===== config.mk =====
export PLATFORM = sky130hd
export DESIGN_NAME = keypad_operand_entry
export DESIGN_NICKNAME = d
export VERILOG_FILES = /design/src/rtl/keypad_pkg.sv /design/src/rtl/keypad_scanner.sv /design/src/rtl/keypad_operand_entry.sv
export SDC_FILE = /design/constraint.sdc
export NUM_CORES = 1
export LEC_CHECK = 0
export CORE_MARGIN = 2
export CORE_UTILIZATION = 59
export DETAILED_ROUTE_END_ITERATION = 10
export PLACE_DENSITY = 0.84
export SKIP_CTS_REPAIR_TIMING = 1
export SLEW_MARGIN = 20
export SYNTH_ARGS = -nofsm -noshare
export SYNTH_HDL_FRONTEND = slang
export SYNTH_SLANG_ARGS = --single-unit
export TNS_END_PERCENT = 5

===== constraint.sdc =====
create_clock -name clk -period 7.09 [get_ports clk]
set_input_delay 2.127 -clock clk [delete_from_list [all_inputs] [get_ports clk]]
set_output_delay 2.127 -clock clk [all_outputs]
set_load 0.01 [all_outputs]

===== src/rtl/keypad_pkg.sv =====
// Key codes, scan-position decode and debounce state encoding shared by the keypad entry path.
// Pure definitions; no timing or flow control.
package keypad_pkg;

    typedef logic [3:0] key_code_t;

    localparam key_code_t K0    = 4'd0;
    localparam key_code_t K1    = 4'd1;
    localparam key_code_t K2    = 4'd2;
    localparam key_code_t K3    = 4'd3;
    localparam key_code_t K4    = 4'd4;
    localparam key_code_t K5    = 4'd5;
    localparam key_code_t K6    = 4'd6;
    localparam key_code_t K7    = 4'd7;
    localparam key_code_t K8    = 4'd8;
    localparam key_code_t K9    = 4'd9;
    localparam key_code_t KSTAR = 4'd10;
    localparam key_code_t KHASH = 4'd11;
    // Op keys sit at 12..15 so that code[1:0] is directly the op select.
    localparam key_code_t KA    = 4'd12;
    localparam key_code_t KB    = 4'd13;
    localparam key_code_t KC    = 4'd14;
    localparam key_code_t KD    = 4'd15;

    // All 16 codes are real keys, so a frame result carries an extra "no single key" bit.
    typedef logic [4:0] frame_code_t;
    localparam frame_code_t KNONE = 5'h10;

    typedef enum logic [1:0] {IDLE, CONFIRM, HELD, RELEASE} scan_state_t;

    function automatic key_code_t key_at(input logic [1:0] r, input logic [1:0] c);
        key_code_t k;
        case ({r, c})
            4'h0: k = K1;    4'h1: k = K2;    4'h2: k = K3;    4'h3: k = KA;
            4'h4: k = K4;    4'h5: k = K5;    4'h6: k = K6;    4'h7: k = KB;
            4'h8: k = K7;    4'h9: k = K8;    4'hA: k = K9;    4'hB: k = KC;
            4'hC: k = KSTAR; 4'hD: k = K0;    4'hE: k = KHASH; default: k = KD;
        endcase
        return k;
    endfunction

endpackage


===== src/rtl/keypad_scanner.sv =====
// Column scan, row synchronizer, frame decode and debounce; one key_event pulse per press.
// Event lands on the frame-end cycle that completes debounce; keypad has no backpressure.
module keypad_scanner
    import keypad_pkg::*;
#(
    parameter int SCAN_DIV       = 1000,
    parameter int DEBOUNCE_SCANS = 4
) (
    input  logic        clk,
    input  logic        rst,
    input  logic [3:0]  row,
    output logic [3:0]  col,
    output logic        key_event,
    output key_code_t   key_code
);

    localparam int DW = $clog2(SCAN_DIV);
    localparam int CW = $clog2(DEBOUNCE_SCANS + 1);

    logic [DW-1:0] div_cnt;
    logic [1:0]    col_idx;
    logic [3:0]    row_s1, row_s2;
    logic [1:0]    fr_hits;
    key_code_t     fr_code;
    logic          dwell_end, frame_end;
    logic [2:0]    col_hits, tot_hits;
    key_code_t     col_code;
    frame_code_t   frame_code;

    scan_state_t   state_q, state_d;
    logic [CW-1:0] cnt_q, cnt_d;
    key_code_t     code_q, code_d;

    assign dwell_end = (div_cnt == DW'(SCAN_DIV - 1));
    assign frame_end = dwell_end && (col_idx == 2'd3);
    assign col       = ~(4'b0001 << col_idx);

    always_comb begin
        col_hits = 3'd0;
        col_code = K0;
        for (int r = 0; r < 4; r++) begin
            if (!row_s2[r]) begin
                col_hits = col_hits + 3'd1;
                col_code = key_at(2'(r), col_idx);
            end
        end
        tot_hits   = {1'b0, fr_hits} + col_hits;
        frame_code = (tot_hits == 3'd1) ? {1'b0, (fr_hits == 2'd1) ? fr_code : col_code} : KNONE;
    end

    always_ff @(posedge clk or posedge rst) begin
        if (rst) begin
            row_s1  <= 4'hF;
            row_s2  <= 4'hF;
            div_cnt <= '0;
            col_idx <= 2'd0;
            fr_hits <= 2'd0;
            fr_code <= K0;
        end else begin
            row_s1 <= row;
            row_s2 <= row_s1;
            if (dwell_end) begin
                div_cnt <= '0;
                col_idx <= col_idx + 2'd1;
                if (col_idx == 2'd3) begin
                    fr_hits <= 2'd0;
                end else begin
                    // Saturate at 2: only "none / one / many" matters for the frame result.
                    fr_hits <= (tot_hits >= 3'd2) ? 2'd2 : tot_hits[1:0];
                    if (col_hits != 3'd0) fr_code <= col_code;
                end
            end else begin
                div_cnt <= div_cnt + DW'(1);
            end
        end
    end

    always_ff @(posedge clk or posedge rst) begin
        if (rst) begin
            state_q <= IDLE;
            cnt_q   <= '0;
            code_q  <= K0;
        end else begin
            state_q <= state_d;
            cnt_q   <= cnt_d;
            code_q  <= code_d;
        end
    end

    always_comb begin
        state_d   = state_q;
        cnt_d     = cnt_q;
        code_d    = code_q;
        key_event = 1'b0;
        if (frame_end) begin
            case (state_q)
                IDLE: if (!frame_code[4]) begin
                    code_d = frame_code[3:0];
                    cnt_d  = CW'(1);
                    if (DEBOUNCE_SCANS == 1) begin
                        state_d   = HELD;
                        key_event = 1'b1;
                    end else begin
                        state_d = CONFIRM;
                    end
                end
                CONFIRM: if (frame_code == {1'b0, code_q}) begin
                    cnt_d = cnt_q + CW'(1);
                    if (cnt_d == CW'(DEBOUNCE_SCANS)) begin
                        state_d   = HELD;
                        key_event = 1'b1;
                    end
                end else begin
                    state_d = IDLE;
                end
                HELD: if (frame_code[4]) begin
                    cnt_d   = CW'(1);
                    state_d = (DEBOUNCE_SCANS == 1) ? IDLE : RELEASE;
                end
                default: if (frame_code[4]) begin
                    cnt_d = cnt_q + CW'(1);
                    if (cnt_d == CW'(DEBOUNCE_SCANS)) state_d = IDLE;
                end else begin
                    state_d = HELD;
                end
            endcase
        end
    end

    assign key_code = code_d;

endmodule


===== src/rtl/keypad_operand_entry.sv =====
// Keypad operand entry: decimal accumulation, enter/clear, op-select events.
// Outputs registered one clk after the scanner event; no backpressure, pulses are single-cycle.
module keypad_operand_entry
    import keypad_pkg::*;
#(
    parameter int SCAN_DIV       = 1000,
    parameter int DEBOUNCE_SCANS = 4,
    parameter int MAX_DIGITS     = 3
) (
    input  logic       clk,
    input  logic       rst,
    input  logic [3:0] row,
    output logic [3:0] col,
    output logic [7:0] operand,
    output logic       operand_valid,
    output logic [1:0] op_sel,
    output logic       op_valid,
    output logic [1:0] digit_count,
    output logic       overflow,
    output logic       entry_error
);

    logic       key_event;
    key_code_t  key_code;
    logic [7:0] acc;
    logic [11:0] next_val;

    keypad_scanner #(
        .SCAN_DIV       (SCAN_DIV),
        .DEBOUNCE_SCANS (DEBOUNCE_SCANS)
    ) u_scanner (
        .clk       (clk),
        .rst       (rst),
        .row       (row),
        .col       (col),
        .key_event (key_event),
        .key_code  (key_code)
    );

    // Wide enough that acc*10+d can never wrap, whatever MAX_DIGITS is.
    assign next_val = {4'b0, acc} * 12'd10 + {8'b0, key_code};

    always_ff @(posedge clk or posedge rst) begin
        if (rst) begin
            acc           <= 8'd0;
            operand       <= 8'd0;
            operand_valid <= 1'b0;
            op_sel        <= 2'b00;
            op_valid      <= 1'b0;
            digit_count   <= 2'd0;
            overflow      <= 1'b0;
            entry_error   <= 1'b0;
        end else begin
            operand_valid <= 1'b0;
            op_valid      <= 1'b0;
            entry_error   <= 1'b0;
            if (key_event) begin
                if (key_code <= K9) begin
                    if (overflow || int'(digit_count) >= MAX_DIGITS || next_val > 12'd255) begin
                        overflow <= 1'b1;
                    end else begin
                        acc         <= next_val[7:0];
                        digit_count <= digit_count + 2'd1;
                    end
                end else if (key_code == KHASH || key_code == KSTAR) begin
                    if (key_code == KHASH) begin
                        if (overflow) begin
                            entry_error <= 1'b1;
                        end else begin
                            operand       <= acc;
                            operand_valid <= 1'b1;
                        end
                    end
                    acc         <= 8'd0;
                    digit_count <= 2'd0;
                    overflow    <= 1'b0;
                end else begin
                    op_sel   <= key_code[1:0];
                    op_valid <= 1'b1;
                end
            end
        end
    end

endmodule

After elaboration in Yosys (flattened, before gate mapping)
Index checks and enable logic that the tools add are counted.
Widths: inputs -> output; s select.
{ "word_totals": {"ram_bits": 0, "rom_bits": 0, "inputBits": 6, "n_memories": 0, "regBits": 59, "out_inout_bits": 20, "word_cells": 130, "latchBits": 0} }
{ "classes": {"n_eq_ne": 19, "bitwise_logic": 5, "shifts": 1, "muxes": 58, "addsub": 9, "mul": 1, "n_reduce_logical": 16, "n_div": 0, "magnitude_cmp": 4} }
{ "op_table": {"columns": ["operator", "n"], "rows": [
  ["$pmux 4 s4", 3],
  ["$mux 4", 8],
  ["$mux 8", 3],
  ["$mux 2", 11],
  ["$mux 1", 21],
  ["$mux 3", 7],
  ["$reduce_and 5->1", 3],
  ["$add 12x4->12", 1],
  ["$gt 12x8->1 const B", 1],
  ["$pmux 4 s3", 1],
  ["$reduce_and 3->1", 4],
  ["$mul 8x3->11 const B", 1],
  ["$add 10x1->10 const B", 1],
  ["$eq 10x10->1 const B", 1],
  ["$mux 10", 1],
  ["$add 3x1->3 const B", 3],
  ["$pmux 3 s3", 1],
  ["$eq 4x4->1 const B", 2],
  ["$eq 2x1->1 const B", 3],
  ["$eq 2x2->1 const B", 3],
  ["$ne 2x1->1 const B", 3],
  ["$pmux 2 s3", 1],
  ["$reduce_bool 3->1", 2],
  ["$eq 5x4->1", 1],
  ["other kinds (19)", 27]
]} }

Depth between registers and ports, before layout
Gate-level depths: netlist (run 1).
{ "depth": {"depth_word": 18, "depth_mapped": 24} }

Modules after synthesis
Synthesis (run 1) repeated with hierarchy kept, for this count alone.
{ "unflattened": {"cells_unflattened": 368, "area_unflattened_um2": 3753.6} }
{ "modules_own_cells": {"columns": ["mod", "n_inst", "cells_per_inst", "area_per_inst_um2"], "rows": [
  ["keypad_scanner", 1, 231, 2287.2],
  ["keypad_operand_entry", 1, 137, 1466.4]
]} }

Worst setup path before layout (run 1)
No wires, ideal clock.
{ "synth_timing": {"path_type": "reg-to-reg", "from": "register u_scanner.row_s2[1]", "to": "register digit_count[0]", "setup_ps": 125, "path_slack_ps": 1384, "arrival_time_ps": 5581, "stages_incl_launch_ff": 24, "t_required_ps": 6965, "n_path_buf": 2, "cell_sequence": "dfstp_2 -> inv_1 -> ha_1 -> xnor2_1 -> ha_1 -> nor2_1 -> a21oi_1 -> fa_1 -> xnor3_1 -> or4_4 -> buf_6 -> nand2_1 -> o21ai_0 -> ha_1 -> fa_1 -> a21o_1 -> nand2_1 -> nor3b_1 -> nor4bb_1 -> o211ai_1 -> nor2b_1 -> or4b_1 -> buf_6 -> mux2_4"} }
{ "synth_via": {"elab_chain_len": 16, "elab_cells_between_ends": 30, "cone_classes": "add/sub (4); order compare (2); eq/ne (5); mux (15); reduce/logical (4)"} }
{ "synth_rtl": {"columns": ["item", "line_no", "text"], "rows": [
  ["from (decl)", "keypad_scanner.sv:22", "logic [3:0] row_s1, row_s2;"],
  ["from (signal assigned)", "keypad_scanner.sv:61", "row_s2 <= row_s1;"],
  ["$mux 3", "keypad_scanner.sv:42", "if (!row_s2[r]) begin"],
  ["$add 3x1->3", "keypad_scanner.sv:43", "col_hits = col_hits + 3'd1;"],
  ["$mux 3", "keypad_scanner.sv:42", null],
  ["$add 3x1->3", "keypad_scanner.sv:43", null],
  ["$mux 3", "keypad_scanner.sv:42", null],
  ["$add 2x3->3", "keypad_scanner.sv:47", "tot_hits = {1'b0, fr_hits} + col_hits;"],
  ["$eq 3x1->1", "keypad_scanner.sv:48", "frame_code = (tot_hits == 3'd1) ? {1'b0, (fr_hits == 2'd1) ? fr_code : col_code} : KNONE;"],
  ["$mux 5 (*)", "keypad_scanner.sv:48", null],
  ["$mux 4 (*)", "keypad_scanner.sv:97", "IDLE: if (!frame_code[4]) begin"],
  ["$mux 4 (*)", "keypad_scanner.sv:96", "case (state_q)"],
  ["$mux 4 (*)", "keypad_scanner.sv:95", "if (frame_end) begin"],
  ["named net key_code[1]", "keypad_operand_entry.sv:24", "key_code_t key_code;"],
  ["$add 12x4->12", "keypad_operand_entry.sv:41", "assign next_val = {4'b0, acc} * 12'd10 + {8'b0, key_code};"],
  ["$gt 12x8->1", "keypad_operand_entry.sv:59", "if (overflow || int'(digit_count) >= MAX_DIGITS || next_val > 12'd255) begin"],
  ["$logic_or 1x1->1", "keypad_operand_entry.sv:59", null],
  ["$ne 2x2->1 (no line)", null, null],
  ["$reduce_and 3->1 (no line)", null, null],
  ["to (signal assigned)", "keypad_operand_entry.sv:63", "digit_count <= digit_count + 2'd1;"],
  ["to (decl)", "keypad_operand_entry.sv:18", "output logic [1:0] digit_count,"]
]} }
Mark *: on every way through the listed nets, which the timed path passes. The rest lies on a longest branch.
A chain may end at the register's enable or synchronous reset.

Worst setup path in the final report (run 1)
Ends and elaborated chain as after synthesis.

==> results.json, run 1 <==
{
  "num_rows": 28,
  "drt_first_pass_iters": 4,
  "fin_crit_ns": 6.20,
  "count_of_inserted_antenna_diode_cells": 0,
  "avgRoutedWirePerCell_um": 16.0,
  "floorplan.initialDensity_pct": 62.0,
  "routed_wl_um": 7500,
  "antenna_violating_nets_post_route": 0,
  "critical_path.cell_chain": "inv_1, ha_1, xnor2_1, ha_1, nor2_1, a21oi_1, fa_1, xnor3_1, or4_4, nand2_1, o21ai_0, ha_1, fa_1, a21o_1, nand2_1, nor3b_1, nor4bb_1, o211ai_1, nor2b_1, or4b_1, mux2_4",
  "hpwlAfterDp_um": 5380,
  "met1_global_route_usage_pct": 30.6,
  "gp_congestion": 0.940,
  "vias_per_cell": 5.96,
  "synth_most_common_cell": "sky130_fd_sc_hd__dfrtp_1",
  "ctsLongestPathBuffers": 2,
  "drc_errors": 0,
  "cp_data_arrival_time_ns": 6.42,
  "cap_viol_max_count": 0,
  "groute.layer.met3.usage_pct": 6.23,
  "synth_cell_types": 65,
  "nNetsFinal": 431,
  "htreeDepth": 3,
  "finalHoldViolCount": 0,
  "grt_antenna_before_repair": 0,
  "vdd_ir_drop_max_uv": 136,
  "route.vias.total": 2791,
  "ys_ff_latch": 59,
  "die_width_um": 83.6,
  "path_max_fanout": 10,
  "yosys_most_used_dff": "sky130_fd_sc_hd__dfrtp_1",
  "layout-drive-gt1-share_pct": 13.2,
  "synth_cells": 357,
  "wire_length_of_the_first_global_routing_pass_um": 13000,
  "yosysSeqAreaShare_pct": 39.8,
  "die-height_um": 83.6,
  "timing.critical_path.required_ns": 7.32,
  "report.power.total_uw": 733,
  "rsz_0062_raised_after_global_routing": "no",
  "core_area_sq_um": 6030,
  "worstMarginPinSlew_ns": 0.734,
  "clock_skew_ns": 0.00673,
  "synthToLayoutAreaGrowth_pct": 13.9,
  "grt_util_met2_pct": 36.0,
  "powerDensity_nw_per_um2": 172,
  "tns_ns": 0,
  "min_period_over_period_pct": 87.4,
  "critical_path_depth": 21,
  "io_buffer_count": 25,
  "total_global_routing_track_utilization_pct": 23.1,
  "cts_root_buf": "sky130_fd_sc_hd__clkbuf_8",
  "worstPathBufferInverterCount": 1,
  "busiest_layer": "met2",
  "worstHoldPathType": "reg2reg",
  "count_of_final_setup_violators": 0,
  "crit_type": "reg2reg",
  "clock_sinks": 59,
  "cts_tree": "done",
  "clock_insertion_delay_worst_skew_ns": 0.34,
  "leakage_nw": 2.02,
  "pin_count_of_the_biggest_net_entering_global_routing": 60,
  "overflow_left_after_global_routing": 0,
  "yosys_warnings": 0,
  "cts-buffers-inserted": 9,
  "setup.worst_path.end_class": "flop",
  "yosysTopAreaCellShare_pct": 34.2,
  "critPathTopFamily": "simple AND/OR/NAND/NOR gates",
  "slew-limit-headroom_pct": 50.7,
  "synth-edff-count": 0,
  "detailedRoute.firstIterationViolations": 131,
  "timing.critical_path.slowest_stage_cell": "sky130_fd_sc_hd__or4b_1",
  "timing.critical_path.slowest_cell_delay_ns": 0.68,
  "post_synth.cell_area_avg_sq_um": 10.5,
  "synth.net_count": 400,
  "io-pin-count": 26,
  "async_flop_share_pct": 100,
  "biggest_area_contributors_in_the_synthesized_netlist": "sky130_fd_sc_hd__dfrtp_1 (34%), sky130_fd_sc_hd__ha_1 (11%), sky130_fd_sc_hd__dfstp_2 (5.6%)",
  "cells_on_worst_hold_path": 0,
  "critPathMostFrequentCell": "sky130_fd_sc_hd__ha_1",
  "maxSlewViolCount": 0,
  "netlist_area_sq_um": 3730,
  "r2r_cells": 21,
  "critPathLaunchType": "flop",
  "synth_area_leader_cell": "sky130_fd_sc_hd__dfrtp_1",
  "clk_pin_slew_ns": 0.07,
  "achievable-frequency_ghz": 0.161,
  "synth_top_cells_by_count": "sky130_fd_sc_hd__dfrtp_1 (51), sky130_fd_sc_hd__ha_1 (34), sky130_fd_sc_hd__nor2_1 (29)",
  "floorplan.die_area_sq_um": 6980,
  "result_of_the_run": "complete, no violations",
  "first_global_vias": 2787
}
-- state kept, by name (all words and copies together), names as in the netlist --
register	flops
acc	8
digit_count	2
entry_error	1
op_sel	2
op_valid	1
operand	8
operand_valid	1
overflow	1
u_scanner.cnt_q	3
u_scanner.code_q	4
u_scanner.col_idx	2
u_scanner.div_cnt	10
u_scanner.fr_code	4
u_scanner.fr_hits	2
u_scanner.row_s1	4
u_scanner.row_s2	4
u_scanner.state_q	2
-- cell type report --
cell class              count  area, sq um
clock buffers              12          145
clock inverters             4         73.8
fillers                   443         1770
inverters                  25         93.8
multi-input cells         267         2100
flip-flops and latches     59         1490
well taps                  75         93.8
repair buffers             26          258
-- through the flow --
stage	utilization, %	hold WS [ns]	cell area [sq um]	setup WS, ns	std cells
after global placement	67.0	0.346	4040	1.12	452
after CTS	70.6	0.360	4250	0.903	468
final	70.6	0.357	4250	0.895	468
after global routing	70.6	0.362	4250	0.503	468
after detailed placement	67.0	0.348	4040	0.938	452
after floorplan	-	0.345	3730	1.38	357
-- power breakdown --
part           total [mW]  switching, mW  internal, mW  leakage, nW
clock               0.345          0.137         0.208        0.111
combinational      0.0441         0.0270        0.0171         1.13
sequential          0.344        0.00343         0.341        0.783
total               0.733          0.168         0.566         2.02
-- placed cells by master, fill, tap and decap left out, types with 2 or more instances in the layout --
master / synthesis / routed
sky130_fd_sc_hd__inv_1: 25 / 24
sky130_fd_sc_hd__and3_1: 2 / 2
sky130_fd_sc_hd__o31ai_1: 2 / 2
sky130_fd_sc_hd__and3_2: 2 / 2
sky130_fd_sc_hd__o41ai_1: 2 / 2
sky130_fd_sc_hd__nand4b_1: 3 / 3
sky130_fd_sc_hd__mux2i_1: 6 / 6
sky130_fd_sc_hd__clkbuf_1: 0 / 2
sky130_fd_sc_hd__fa_1: 3 / 3
sky130_fd_sc_hd__o211ai_1: 2 / 2
sky130_fd_sc_hd__xor2_1: 13 / 13
sky130_fd_sc_hd__nand3_1: 8 / 8
sky130_fd_sc_hd__o22ai_1: 2 / 2
sky130_fd_sc_hd__mux2_2: 14 / 14
sky130_fd_sc_hd__a21oi_1: 13 / 13
sky130_fd_sc_hd__nor2_1: 29 / 29
sky130_fd_sc_hd__a22o_1: 9 / 9
sky130_fd_sc_hd__clkdlybuf4s50_1: 0 / 25
sky130_fd_sc_hd__a2111oi_0: 2 / 2
sky130_fd_sc_hd__a31oi_1: 7 / 7
sky130_fd_sc_hd__bufinv_16: 0 / 2
sky130_fd_sc_hd__clkbuf_8: 0 / 10
sky130_fd_sc_hd__nor2b_1: 7 / 7
sky130_fd_sc_hd__o21a_1: 4 / 4
sky130_fd_sc_hd__nand4_1: 3 / 3
sky130_fd_sc_hd__nand2_1: 25 / 25
sky130_fd_sc_hd__or3_1: 2 / 2
sky130_fd_sc_hd__nor3b_1: 3 / 3
sky130_fd_sc_hd__dfrtp_1: 51 / 51
sky130_fd_sc_hd__nand3b_1: 5 / 5
sky130_fd_sc_hd__nor3_1: 10 / 10
sky130_fd_sc_hd__o21ai_0: 9 / 9
sky130_fd_sc_hd__ha_1: 34 / 34
sky130_fd_sc_hd__nand2b_1: 6 / 6
sky130_fd_sc_hd__xnor2_1: 8 / 8
sky130_fd_sc_hd__a21o_1: 3 / 3
sky130_fd_sc_hd__dfstp_2: 8 / 8
-- per-layer routing --
| layer | share of wire (%) | up-vias |
|---|---|---|
| met4 | 2.1 | 0 |
| met1 | 46 | 1347 |
| met3 | 5.5 | 14 |
| li1 | - | 1334 |
| met5 | 0 | - |
| met2 | 47 | 96 |
-- worst paths after layout --
check | start | end | slack (ns)
max | u_scanner.row_s2[1] | digit_count[0] | 0.89
min | u_scanner.row_s1[3] | u_scanner.row_s2[3] | 0.36
max reg2reg | u_scanner.row_s2[1] | digit_count[0] | 0.89
max in group asynchronous | rst | u_scanner.fr_code[3] | 4.29
min reg2reg | u_scanner.row_s1[3] | u_scanner.row_s2[3] | 0.36
min in group asynchronous | rst | operand[3] | 2.32
-- kinds of logic after synthesis --
| family | Yosys count | share of synthesized area (%) |
|---|---|---|
| simple gates | 118 | 17.2 |
| flops | 59 | 39.8 |
| mux | 21 | 6.23 |
| buf+inv | 31 | 3.89 |
| xor+xnor | 23 | 6.16 |
| fa+ha+maj | 37 | 13.0 |
| compound gates | 68 | 13.8 |
(Power assumes the default switching activity.)
==> inputs of run 2 (changes only) <==
HOLD_SLACK_MARGIN = 0.06   (was not set)
SLEW_MARGIN = not set   (was 20)
==> results of run 2 <==
Final layout, timing and power as in run 1 (identical DEF).
==> inputs of run 3 (changes only) <==
CORE_MARGIN = 4   (was 2)
==> run 3 against run 2 <==
Against the previous run:
- via count is 1.2% lower
- worst setup slack better by 0.015 ns
- sequential share of layout area is 0.072 points lower
- die area is 9.8% higher
- largest cell class unchanged
- largest power group unchanged
- highest routed layer unchanged
==> results.json, run 3 (synthesized netlist as in run 1, its figures left out) <==
{
  "result_of_the_run": "complete, no violations",
  "io-pin-count": 26,
  "worstHoldPathType": "reg2reg",
  "timing.critical_path.slowest_stage_cell": "sky130_fd_sc_hd__or4b_1",
  "path_max_fanout": 10,
  "clock_insertion_delay_worst_skew_ns": 0.35,
  "routed_wl_um": 7600,
  "leakage_nw": 2.02,
  "finalHoldViolCount": 0,
  "route.vias.total": 2757,
  "preCtsSetupSlack_ns": 0.955,
  "vias_per_cell": 5.89,
  "hp-start": "u_scanner.row_s1[1]",
  "largest_reg_flops": 10,
  "timing.critical_path.slowest_cell_delay_ns": 0.67,
  "timing.rr.start": "u_scanner.row_s2[1]",
  "cp_data_arrival_time_ns": 6.40,
  "largest_register": "u_scanner.div_cnt",
  "achievable-frequency_ghz": 0.162,
  "avgRoutedWirePerCell_um": 16.2,
  "reg2reg_slack_ns": 0.91,
  "grt_antenna_before_repair": 0,
  "r2r_end": "digit_count[0]",
  "io_buffer_count": 25,
  "layout-drive-gt1-share_pct": 13.5,
  "cts-buffers-inserted": 9,
  "critPathLaunchType": "flop",
  "multi_input_combinational_cell_area_sq_um": 2100,
  "first_global_vias": 2740,
  "setup.worst_path.end_class": "flop",
  "overflow_left_after_global_routing": 0,
  "biggestRegsByFlops": "u_scanner.div_cnt: 10 flops, acc: 8 flops, operand: 8 flops",
  "cts_tree": "done",
  "hpwlAfterDp_um": 5680,
  "detailedRoute.firstIterationViolations": 142,
  "min_period_over_period_pct": 87.2,
  "htreeDepth": 3,
  "maxSlewViolCount": 0,
  "hold_ws_ns": 0.353,
  "drc_errors": 0,
  "count_of_final_setup_violators": 0,
  "die-height_um": 87.6,
  "r2r_cells": 21,
  "finalNonFillerCells": 468,
  "drt_first_pass_iters": 4,
  "timing.critical_path.required_ns": 7.31,
  "die_width_um": 87.6,
  "clk_pin_slew_ns": 0.07,
  "core_area_sq_um": 6030,
  "final_core_util_pct": 70.7,
  "min_to": "u_scanner.row_s2[1]",
  "vdd_ir_drop_max_uv": 138,
  "nNetsFinal": 431,
  "count_of_inserted_antenna_diode_cells": 0,
  "floorplan.initialDensity_pct": 62.0,
  "wire_length_of_the_first_global_routing_pass_um": 12700,
  "sequential_cell_area_sq_um": 1490,
  "clock_skew_ns": 0.0183,
  "layout.cells.most_common": "sky130_fd_sc_hd__dfrtp_1",
  "clock_sinks": 59,
  "final.fill_count": 429,
  "critPathMostFrequentCell": "sky130_fd_sc_hd__ha_1",
  "num_rows": 28,
  "rsz_0062_raised_after_global_routing": "no",
  "critical_path.cell_chain": "inv_1, ha_1, xnor2_1, ha_1, nor2_1, a21oi_1, fa_1, xnor3_1, or4_4, nand2_1, o21ai_0, ha_1, fa_1, a21o_1, nand2_1, nor3b_1, nor4bb_1, o211ai_1, nor2b_1, or4b_1, mux2_4",
  "crit_type": "reg2reg",
  "cells_on_worst_hold_path": 0,
  "worstMarginPinSlew_ns": 0.747,
  "setup_ws_ns": 0.910,
  "synthToLayoutAreaGrowth_pct": 14.1,
  "ctsLongestPathBuffers": 2,
  "tns_ns": 0,
  "dp.cells": 452,
  "floorplan.die_area_sq_um": 7670,
  "total_global_routing_track_utilization_pct": 21.7,
  "slew-limit-headroom_pct": 50.2,
  "cap_viol_max_count": 0,
  "fin_crit_ns": 6.18,
  "powerDensity_nw_per_um2": 173,
  "most-common-layout-cells": "sky130_fd_sc_hd__dfrtp_1 (51), sky130_fd_sc_hd__ha_1 (34), sky130_fd_sc_hd__nor2_1 (29)",
  "antenna_violating_nets_post_route": 0,
  "gp_congestion": 0.888,
  "cts_root_buf": "sky130_fd_sc_hd__clkbuf_8",
  "pin_count_of_the_biggest_net_entering_global_routing": 60
}
[run 3: cell count changes in the layout (fill, tap and decap cells not counted), sizes merged]
cell	previous run	this run
clkinv	2	1
clkinvlp	0	1
[run 3: layout make-up]
type | count | area share, %
Tap cell | 75 | 2.20
Multi-Input combinational cell | 267 | 49.3
Sequential cell | 59 | 34.9
Clock buffer | 12 | 3.64
Inverter | 25 | 2.20
Timing Repair Buffer | 26 | 6.05
Clock inverter | 4 | 1.70
[run 3: metrics by stage]
step | cell area, sq um | power [mW]
floorplan | 3730 | 0.382
detailed placement | 4040 | 0.394
global route | 4260 | 0.765
CTS | 4260 | 0.746
global placement | 4040 | 0.392
finish | 4260 | 0.737
[run 3: worst max-delay path, delay by kind of cell, from the launching register on]
| family | cells | cell delay [ns] |
|---|---|---|
| XOR/XNOR | 2 | 0.67 |
| AND/OR/NAND/NOR | 8 | 2.08 |
| flip-flops | 1 | 0.60 |
| buffers and inverters | 1 | 0.06 |
| AO/OA/AOI/OAI | 4 | 0.63 |
| multiplexers | 1 | 0.33 |
| adder cells (fa/ha/maj) | 5 | 1.68 |
[run 3: report_power, final]
group / internal [mW] / switching [mW] / leakage [nW] / total [mW]
Sequential: 0.341 / 0.00333 / 0.783 / 0.344
Combinational: 0.0172 / 0.0268 / 1.13 / 0.0440
Clock: 0.217 / 0.132 / 0.113 / 0.349
Total: 0.575 / 0.162 / 2.02 / 0.737
[run 3: worst max-delay path by stage]
| stage | start | to | slack, ns |
|---|---|---|---|
| 3_3_place_gp | u_scanner.row_s2[1] | digit_count[0] | 1.17 |
| 5_1_grt | u_scanner.row_s2[1] | digit_count[0] | 0.58 |
| 3_5_place_dp | u_scanner.row_s2[1] | digit_count[0] | 0.95 |
| 4_1_cts | u_scanner.row_s2[1] | digit_count[0] | 0.92 |
| 6_report | u_scanner.row_s2[1] | digit_count[0] | 0.91 |
| 2_1_floorplan | u_scanner.row_s2[1] | digit_count[0] | 1.38 |
[run 3: layer usage]
| layer | up-vias | track usage (%) | share of wire (%) |
|---|---|---|---|
| met5 | - | 0 | 0 |
| met4 | 0 | 9.62 | 1.7 |
| met3 | 12 | 4.14 | 4.3 |
| met2 | 70 | 33.7 | 47 |
| met1 | 1336 | 29.6 | 47 |
| li1 | 1339 | - | - |
